**config.mk**
```make
export PLATFORM = sky130hd
export DESIGN_NAME = ctrl_sequencer
export DESIGN_NICKNAME = d
export VERILOG_FILES = /design/src/rtl/ctrl_sequencer.sv
export SDC_FILE = /design/constraint.sdc
export NUM_CORES = 1
export LEC_CHECK = 0
export ABC_AREA = 1
export CAP_MARGIN = 5
export CORE_MARGIN = 2
export CORE_UTILIZATION = 50
export DETAILED_ROUTE_END_ITERATION = 6
export PLACE_DENSITY = 0.78
export SLEW_MARGIN = 20
export SYNTH_ARGS = -nofsm -noshare
export SYNTH_HDL_FRONTEND = slang
export SYNTH_SLANG_ARGS = --single-unit
```
**constraint.sdc**
```tcl
create_clock -name clk -period 1.95 [get_ports clk]
set_clock_uncertainty 0.2 [all_clocks]
set_input_delay 0.39 -clock clk [delete_from_list [all_inputs] [get_ports clk]]
set_output_delay 0.39 -clock clk [all_outputs]
set_load 0.05 [all_outputs]
```
**src/rtl/ctrl_sequencer.sv**
```systemverilog
// Microprogram sequencer: plays a writable control-word memory onto ctrl_bus,
// one word per clock, for a latched number of passes, with start/busy/done.
module ctrl_sequencer #(
  parameter int DEPTH = 16,
  parameter int AW    = 4,
  parameter int CW    = 8,
  parameter int REP_W = 4
) (
  input  logic             clk,
  input  logic             rst_n,
  input  logic             prog_we,
  input  logic [AW-1:0]    prog_addr,
  input  logic [CW-1:0]    prog_data,
  input  logic [AW-1:0]    prog_len,
  input  logic [REP_W-1:0] rep_cnt,
  input  logic             start,
  input  logic             abort,
  output logic [CW-1:0]    ctrl_bus,
  output logic             busy,
  output logic             done,
  output logic [AW-1:0]    pc,
  output logic [REP_W-1:0] pass_cnt
);

  // Handshake: start is level-sampled and only accepted in IDLE; busy is high
  // for every cycle a program word is on ctrl_bus; done pulses for one cycle
  // after the last word of the last pass (never after abort or reset).
  typedef enum logic [1:0] {S_IDLE, S_RUN, S_DONE} state_t;

  state_t            state, state_nx;
  logic [CW-1:0]     mem [DEPTH];
  logic [AW-1:0]     len, len_nx;
  logic [REP_W-1:0]  passes, passes_nx;
  logic [CW-1:0]     ctrl_nx;
  logic [AW-1:0]     pc_nx, pc_inc;
  logic [REP_W-1:0]  pass_nx;
  logic              busy_nx, done_nx;

  assign pc_inc = pc + AW'(1);

  // Program memory has no reset so a loaded program survives rst_n.
  always_ff @(posedge clk) begin
    if (prog_we && (state == S_IDLE) && !start) begin
      mem[prog_addr] <= prog_data;
    end
  end

  always_comb begin
    state_nx  = state;
    ctrl_nx   = ctrl_bus;
    pc_nx     = pc;
    pass_nx   = pass_cnt;
    len_nx    = len;
    passes_nx = passes;
    case (state)
      S_IDLE: begin
        ctrl_nx = '0;
        if (start) begin
          len_nx    = prog_len;
          passes_nx = (rep_cnt == '0) ? REP_W'(1) : rep_cnt;
          pc_nx     = '0;
          pass_nx   = '0;
          ctrl_nx   = mem[0];
          state_nx  = S_RUN;
        end
      end
      S_RUN: begin
        if (abort) begin
          ctrl_nx  = '0;
          pc_nx    = '0;
          pass_nx  = '0;
          state_nx = S_IDLE;
        end else if (pc < len) begin
          pc_nx   = pc_inc;
          ctrl_nx = mem[pc_inc];
        end else if (pass_cnt < passes - REP_W'(1)) begin
          // Wrap straight back to word 0 so passes run back to back.
          pc_nx   = '0;
          pass_nx = pass_cnt + REP_W'(1);
          ctrl_nx = mem[0];
        end else begin
          ctrl_nx  = '0;
          state_nx = S_DONE;
        end
      end
      S_DONE: begin
        ctrl_nx  = '0;
        pc_nx    = '0;
        pass_nx  = '0;
        state_nx = S_IDLE;
      end
      default: begin
        ctrl_nx  = '0;
        pc_nx    = '0;
        pass_nx  = '0;
        state_nx = S_IDLE;
      end
    endcase
    busy_nx = (state_nx == S_RUN);
    done_nx = (state_nx == S_DONE);
  end

  always_ff @(posedge clk or negedge rst_n) begin
    if (!rst_n) begin
      state    <= S_IDLE;
      ctrl_bus <= '0;
      busy     <= 1'b0;
      done     <= 1'b0;
      pc       <= '0;
      pass_cnt <= '0;
      len      <= '0;
      passes   <= REP_W'(1);
    end else begin
      state    <= state_nx;
      ctrl_bus <= ctrl_nx;
      busy     <= busy_nx;
      done     <= done_nx;
      pc       <= pc_nx;
      pass_cnt <= pass_nx;
      len      <= len_nx;
      passes   <= passes_nx;
    end
  end

endmodule

```
## Yosys cells after proc, flatten, opt, wreduce, memory -nomap -nowiden

Memory sizes are Yosys's and may differ from the RTL's.
Cells that the tools add are included.

| word-level totals | value |
|---|---|
| bits in latches | 0 |
| ROM bits | 0 |
| flip-flop bits (word level) | 28 |
| input bits | 25 |
| memories kept | 1 |
| output and inout port bits | 18 |
| word-level logic and storage cells | 51 |
| RAM bits | 128 |

Memory list:

| memory | depth | width | read ports | clocked after memory_dff | write ports | RTL line | source |
|---|---|---|---|---|---|---|---|
| mem | 16 | 8 | 2 | 0 | 1 | 31 | `logic [CW-1:0] mem [DEPTH];` |

| cells by class | value |
|---|---|
| $lt $le $gt $ge | 2 |
| bitwise gates (word level) | 0 |
| equality and inequality tests | 7 |
| add/sub/neg operators | 3 |
| multiplexer cells | 22 |
| reductions and logical operators | 8 |
| shifts and indexed selects | 0 |
| $mul | 0 |
| divide/modulo/power cells | 0 |

Operators by type and width:

| cell | number |
|---|---|
| $mux 4 | 8 |
| $mux 8 | 4 |
| $pmux 4 s2 | 2 |
| $pmux 8 s2 | 1 |
| $add 4x1->4 const B | 2 |
| $lt 4x4->1 | 2 |
| $mux 2 | 4 |
| $ne 3x3->1 const B | 2 |
| $eq 2x1->1 const B | 2 |
| $logic_not 4->1 | 1 |
| $ne 4x4->1 const B | 1 |
| $pmux 2 s2 | 1 |
| $reduce_and 2->1 | 2 |
| $sub 4x1->4 const B | 1 |
| $reduce_and 3->1 | 1 |
| $eq 2x2->1 const B | 1 |
| $logic_and 1x1->1 | 2 |
| $logic_not 2->1 | 1 |
| $mux 1 | 2 |
| $ne 2x2->1 const B | 1 |
| $logic_not 1->1 | 1 |

## Longest topological paths before layout

Gate-level depths: netlist of run 1.

| depth | value |
|---|---|
| word-level depth | 7 |
| gate-level depth with buffers | 12 |
| mapped depth without buffers | 12 |

## Least setup slack after synthesis of run 1

Ideal clock, no wire load.

| path | value |
|---|---|
| path kind | reg-to-reg |
| start point | register pc[3] |
| end point | register ctrl_bus[0] |
| arrival | 1.882 ns |
| data required time | 1.685 ns |
| path buffers | 1 |
| clock period less this slack | 2.147 ns |
| cell stages (with the launch flop) | 9 |
| library setup time | 0.065 ns |
| slack | -0.197 ns |
| path through | dfrtp_1 > ha_1 > a21oi_1 > a21boi_1 > nand2_1 > inv_2 > buf_4 > nand3_1 > nand2_1 |

| between the ends | value |
|---|---|
| cells in the longest elaborated chain, start to end | 5 |
| elaborated cells on any way between the ends | 6 |
| those cells by class | add/sub: 1; order compare: 1; mux: 3; memory: 1 |

RTL lines:

| what | RTL line | source |
|---|---|---|
| start, declared | 21 | `output logic [AW-1:0] pc,` |
| start signal, assigned | 118 | `pc <= pc_nx;` |
| $add 4x1->4 | 39 | `assign pc_inc = pc + AW'(1);` |
| $mem_v2 16x8 | -- |  |
| $mux 8 (*) | 73 | `end else if (pc < len) begin` |
| $mux 8 (*) | 68 | `if (abort) begin` |
| $pmux 8 s2 (*) | 55 | `case (state)` |
| net ctrl_nx[0] | 34 | `logic [CW-1:0] ctrl_nx;` |
| end signal, assigned | 115 | `ctrl_bus <= ctrl_nx;` |
| end, declared | 18 | `output logic [CW-1:0] ctrl_bus,` |

The timed path passes the listed nets; every way through them passes the cells marked *.
A chain may end at the register's enable or synchronous reset.

## Final worst setup path of run 1

| path | value |
|---|---|
| start point | register passes[0] |
| end point | register ctrl_bus[4] |

| between the ends | value |
|---|---|
| cells in the longest elaborated chain, start to end | 6 |

RTL lines:

| what | RTL line | source |
|---|---|---|
| start, declared | 33 | `logic [REP_W-1:0] passes, passes_nx;` |
| start signal, assigned | 121 | `passes <= passes_nx;` |
| $sub 4x1->4 | 76 | `end else if (pass_cnt < passes - REP_W'(1)) begin` |
| $lt 4x4->1 | 76 |  |
| $mux 8 | 76 |  |
| $mux 8 | 73 |  |
| $mux 8 | 68 |  |
| $pmux 8 s2 | 55 |  |
| net ctrl_nx[4] | 34 |  |

The timed path passes the listed nets, and every way through them passes these cells.

==> run metrics, run 1 <==
synth-to-layout area growth=25.0%; Clock transition at path regs=0.06 ns; failing checks=setup timing; Power Total=~8.7 mW; ANT nets after route=0; Arrival @ worst endpoint=about 2.3 ns; Synth warnings=0; Yosys top cell area share=0.584; vias post-DR=4736; Post-Syn Nets=between 600 and 700; most frequent cell after synthesis=nand2_1; met3 usage=0.0642; HPWL after detailed placement=~11000 um; final cell count without fillers=between 800 and 900; commonest cells in the netlist=194 x nand2_1, 130 x nand3_1, 128 x edfxtp_1; largest area contributor in the netlist=edfxtp_1; RSZ-0062 raised after global routing=yes; TNS Setup=-2.16 ns; Pleak=~3.3 nW; status=finished with violations; Setup-failing EPs final=20; Post-Synthesis Cell Area=between 6000 and 7000 um2; Diodes inserted=0; critical path launch point type=flip-flop; CTS buffer count=17; placed insts=roughly 840; Reg2Reg Setup Slack=-0.15 ns; Worst Setup End Kind=flip-flop; Rel. slew slack=0.701; Clock Root Buffer=clkbuf_16; clk sink count=around 160; met1 GRT Util=0.303; die height=between 100 and 150 um; Max clock buf depth=2; Vias/cell=between 5 and 6; Critical Path RT=between 2 and 2.5 ns; Crit Path Max Fanout=8; class of the worst hold path=input port to asynchronous set/reset pin; Post-route DRC=0; first-pass iteration count of the detailed router=5; layout cell share with drive strength beyond 1=0.205; Tcrit/Tclk final=1.08; Max VDD drop=0.000864 V; crit path from=passes[0]; register bit total from synthesis=~160; # Post-CTS Setup Buffers=0; total global routing overflow=0; FF-to-FF path depth=9; Filler cells=971; first-pass GRT wire length=24400 um; Gate Count Post-Synth=between 500 and 600; top_reg_cell synth=edfxtp_1; vias in the first global route=4635; antenna violations before repair=0; cts hold-fix bufs=0; kind of critical path=flip-flop to flip-flop; reg2reg end=ctrl_bus[4]; Synth Area per Inst=roughly 11 um2; Async S/R FF share, synth=0.179; Fin Hold WS=0.150 ns; RD Place Congestion=about 0.86; GRT Util Overall=0.233; f_max=approximately 480 MHz; post-route setup slack=-0.147 ns; main area contributors after synthesis=edfxtp_1 58%, nand2_1 11%, dfrtp_1 10%, nand3_1 9.9%, ha_1 1.7%; H-tree depth=4; Die Wd=between 100 and 150 um; number of max-cap violations=0; RR Startpoint=passes[0]; pin count of the biggest net entering global routing=between 50 and 60; initial core utilization=0.518; Rows=around 40; die footprint=around 14000 um2; initial DRC count=~600; nets@finish=just over 700; hold violation count in the final report=0; Post-synth EDFFs=128; port bufs=42; fin. max-slew vios=0; worst skew pair latency=around 0.42 ns; crit path capture=ctrl_bus[4]; Most Used Layer, Global Route=met2; routed len/inst=between 15 and 20 um; Tmin final=between 2 and 2.5 ns; Top Ports=43; pwr/cell area=~1100 nW/um2; measured slew at the worst slew-check pin=about 0.45 ns; met2 usage=0.369; register area share after synthesis=0.690; CTS tree=built; Routed WL=around 16000 um; core region area=12700 um2; Distinct cells, synth=29
-- worst max-delay path, cell delays in order (launching register included) --
cell and delay [ns]:
dfstp_2 0.57, nor3_2 0.05, xnor2_1 0.17, ha_1 0.28, a21oi_2 0.18, a21boi_4 0.22
nand3_2 0.11, nand2_4 0.13, nand2_1 0.07, nand2_1 0.06
-- report_power, final --
| part | internal, mW | switching, mW |
|---|---|---|
| clock network | 1.75 | 1.30 |
| logic | 0.647 | 1.17 |
| registers | 3.72 | 0.0675 |
| total | 6.11 | 2.54 |
-- layout by cell type, fill, tap and decap left out, drive strengths merged, types with 2 or more instances in the layout --
master,count
a21boi,2
inv,30
buf,71
edfxtp,128
nor3,3
clkinvlp,5
dfrtp,27
nor2,26
a21oi,5
clkinv,5
clkbuf,18
xnor2,4
clkdlybuf4s50,24
nand3,131
o21ai,6
nand2,194
ha,9
-- worst min path at each step --
stage                    from           to  slack [ns]  cells past startpoint
finish                  rst_n       len[0]        0.15                      2
global route            rst_n    passes[3]        0.18                      2
CTS                     rst_n    passes[3]        0.16                      2
detailed placement  mem[0][0]  ctrl_bus[0]        0.27                      2
global placement    mem[0][3]  ctrl_bus[3]        0.26                      2
floorplan               rst_n         busy       -0.11                      0
-- area by class of cell --
cell class | count | area (um2) | area share
repair buffers | 95 | 877 | 0.107
inverters | 28 | 105 | 0.0128
clock buffers | 18 | 429 | 0.0521
multi-input cells | 386 | 1940 | 0.235
flip-flops and latches | 156 | 4550 | 0.553
well taps | 172 | 215 | 0.0261
clock inverters | 13 | 120 | 0.0146
-- routing by layer --
metal	wire, um	vias up
met3	1410	33
met1	6320	2235
met5	0	-
li1	-	2225
met2	7620	243
met4	367	0
-- cells by family after synthesis --
family,count (synthesis),synth area share
and+or+nand+nor,357,0.232
DFF,156,0.690
AOI/OAI and AO/OA,14,0.0116
xor gates and xnor gates,5,0.0106
muxes,1,0.00171
buffers and inverters,53,0.0367
adders and majority gates,9,0.0171
-- stage by stage --
stage | utilization | area [um2] | setup WS, ns
final | 0.647 | 8230 | -0.147
after global routing | 0.647 | 8230 | -0.255
after CTS | 0.642 | 8170 | -0.149
after detailed placement | 0.596 | 7590 | -0.235
after global placement | 0.596 | 7590 | -0.224
after floorplan | - | 6640 | -0.00220
-- registers in the layout, summed over array words and instances, names as in the netlist --
register	cells
mem	128
state	2
done	1
passes	4
pass_cnt	4
len	4
ctrl_bus	8
pc	4
busy	1
-- timing repair --
item / in CTS / in global routing
pin swaps: 8 / 8
resized for setup: 6 / 17
hold endpoints to repair: 0 / 0
setup endpoints to repair: 20 / 124
Power figures use the tool's default switching activity.
==> inputs of run 2 (changes only) <==
--- a/config.mk
+++ b/config.mk
@@ -11,6 +11,7 @@
 export CORE_UTILIZATION = 50
 export DETAILED_ROUTE_END_ITERATION = 6
 export PLACE_DENSITY = 0.78
+export REMOVE_ABC_BUFFERS = 1
 export SLEW_MARGIN = 20
 export SYNTH_ARGS = -nofsm -noshare
 export SYNTH_HDL_FRONTEND = slang
==> run 2 against run 1 <==
Compared with the run above:
- the flow finishes with violations (DRC, setup timing)
- count of clock-buffer cells in the layout stayed put
- core utilization up 1.2 points
- clock power rose by 5%
- routed wire length is 0.48% lower
- flip-flop and latch count is the same
- non-clock buffer count grew 9
- critical path type unchanged
- largest power group unchanged
- highest routed layer unchanged
==> run metrics, run 2 (same netlist as run 1, synthesis figures left out) <==
Top Ports=43 (unchanged); initial DRC count=569 (-3.7%); Rel. slew slack=0.676 (-0.0253); Critical Path RT=2.11 ns (about the same); Diodes inserted=0 (unchanged); nets@finish=727 (+1.3%); Die Wd=119 um (unchanged); Routed WL=15600 um (-0.48%); worst skew pair latency=0.43 ns (about the same); status=finished with violations; kind of critical path=flip-flop to flip-flop; fin util=0.659 (+0.0115); Worst Setup End Kind=flip-flop; HPWL after detailed placement=10200 um (-4.1%); Rows=41 (unchanged); first-pass GRT wire length=25200 um (+3.5%); core region area=12700 um2 (unchanged); die height=119 um (unchanged); Vias/cell=5.45 (-0.16%); critical path launch point type=flip-flop; GRT Util Overall=0.237 (+0.00464); layout cell share with drive strength beyond 1=0.217 (+0.0113); hold violation count in the final report=0 (unchanged); antenna violations before repair=0 (unchanged); first-pass iteration count of the detailed router=7 (+2); Tmin final=2.12 ns (+0.0231 ns); critical path cell sequence=inv_2, ha_4, xnor2_4, ha_4, a21oi_4, a21boi_4, nand2_1, nand2_2, nand3_2, nand2_1; pwr/cell area=1060 nW/um2 (+1.1%); Top reg by flops=mem; crit path capture=pass_cnt[3]; reg2reg end=pass_cnt[3]; Clock transition at path regs=0.06 ns (about the same); Crit Path Max Fanout=4 (-4); class of the worst hold path=input port to asynchronous set/reset pin; RSZ-0062 raised after global routing=yes; crit path from=passes[0]; FF-to-FF path depth=10 (+1); f_max=472 MHz (-1.1%); CTS tree=built; most frequent cells in the layout=185 x nand2_1, 128 x edfxtp_1, 122 x nand3_1; Largest regs=mem (128), ctrl_bus (8); clk sink count=156 (unchanged); max FFs per register=128 (unchanged); Reg2Reg Setup Slack=-0.17 ns (-0.02 ns); Setup-failing EPs final=20 (unchanged); Max clock buf depth=2 (unchanged); Pleak=3.40 nW (+2.3%); die footprint=14100 um2 (unchanged); Tcrit/Tclk final=1.09 (+0.0118); number of max-cap violations=0 (unchanged); post-route setup slack=-0.170 ns (-0.0231 ns); synth-to-layout area growth=27.3%; Max VDD drop=0.000776 V (-10%); vias post-DR=4783 (+0.99%); most common cell after layout, fill and taps aside=nand2_1; failing checks=DRC, setup timing; H-tree depth=4 (unchanged); cts hold-fix bufs=0 (unchanged); pin count of the biggest net entering global routing=54 (+1.9%); RD Place Congestion=0.893 (+4.0%); CTS buffer count=17 (unchanged); dpl ws=-0.360 ns (-0.125 ns); initial core utilization=0.518 (unchanged); Post-route DRC=9 (+9); CP peak stage delay=0.57 ns (about the same); fin. max-slew vios=0 (unchanged); Clock Root Buffer=clkbuf_16; Arrival @ worst endpoint=2.28 ns (+0.02 ns); total global routing overflow=0 (unchanged); RR Startpoint=passes[0]; ANT nets after route=0 (unchanged); vias in the first global route=5000 (+7.9%); routed len/inst=17.8 um (-1.6%); measured slew at the worst slew-check pin=0.485 ns (+0.0378 ns); port bufs=42 (unchanged); Critical Path Slowest Stage Cell=dfstp_2
## run 2: final cells by class
type                       instances  area (um2)
sequential                       156        4550
fill                             926        4340
multi-input combinational        386        1970
timing repair buffer             104         968
clock buffer                      18         429
tap                              172         215
clock inverter                    14         141
inverter                          28         105
## run 2: how the worst min path moves through the flow
stage	slack (ns)	depth (start not counted)	end	from
after floorplan	-0.11	0	busy	rst_n
after global placement	0.25	2	ctrl_bus[0]	mem[0][0]
after detailed placement	0.26	2	ctrl_bus[4]	mem[0][4]
after CTS	0.02	1	passes[3]	rst_n
after global routing	0.03	1	len[2]	rst_n
final	0.02	1	len[2]	rst_n
## run 2: report_power, final
group          switching [mW]  internal (mW)  total, mW
clock                    1.32           1.88       3.20
sequential             0.0681           3.71       3.78
combinational            1.19          0.739       1.93
total                    2.57           6.34       8.91
## run 2: through the flow
step	setup TNS [ns]	hold slack (ns)	power, mW	instances	area (um2)
after floorplan	-31.39	-0.106	4.85	570	6450
after global placement	-33.55	0.254	5.45	841	7540
after detailed placement	-37.59	0.261	5.50	841	7540
after CTS	-1.29	0.0243	8.86	877	8310
after global routing	-4.82	0.0322	9.29	878	8380
final	-2.46	0.0224	8.91	878	8380
## run 2: worst max-delay path, delay by kind of cell, from the launching register on
| family | cells | cell delay [ns] |
|---|---|---|
| simple gates | 4 | 0.38 |
| fa+ha+maj | 2 | 0.34 |
| flops | 1 | 0.57 |
| xor+xnor | 1 | 0.13 |
| compound gates | 2 | 0.37 |
| buf+inv | 1 | 0.06 |
## run 2: repair_timing
action | in CTS | in global routing
endpoints found under the setup margin | 29 | 148
resized for setup | 32 | 15
cloned | 1 | 0
pin swaps | 10 | 6
setup buffers | 3 | 1
## run 2: metal layers
layer,global-route usage,share of wire
met1,0.286,0.39
met2,0.389,0.49
met3,0.0782,0.085
met5,0,0
met4,0.106,0.034
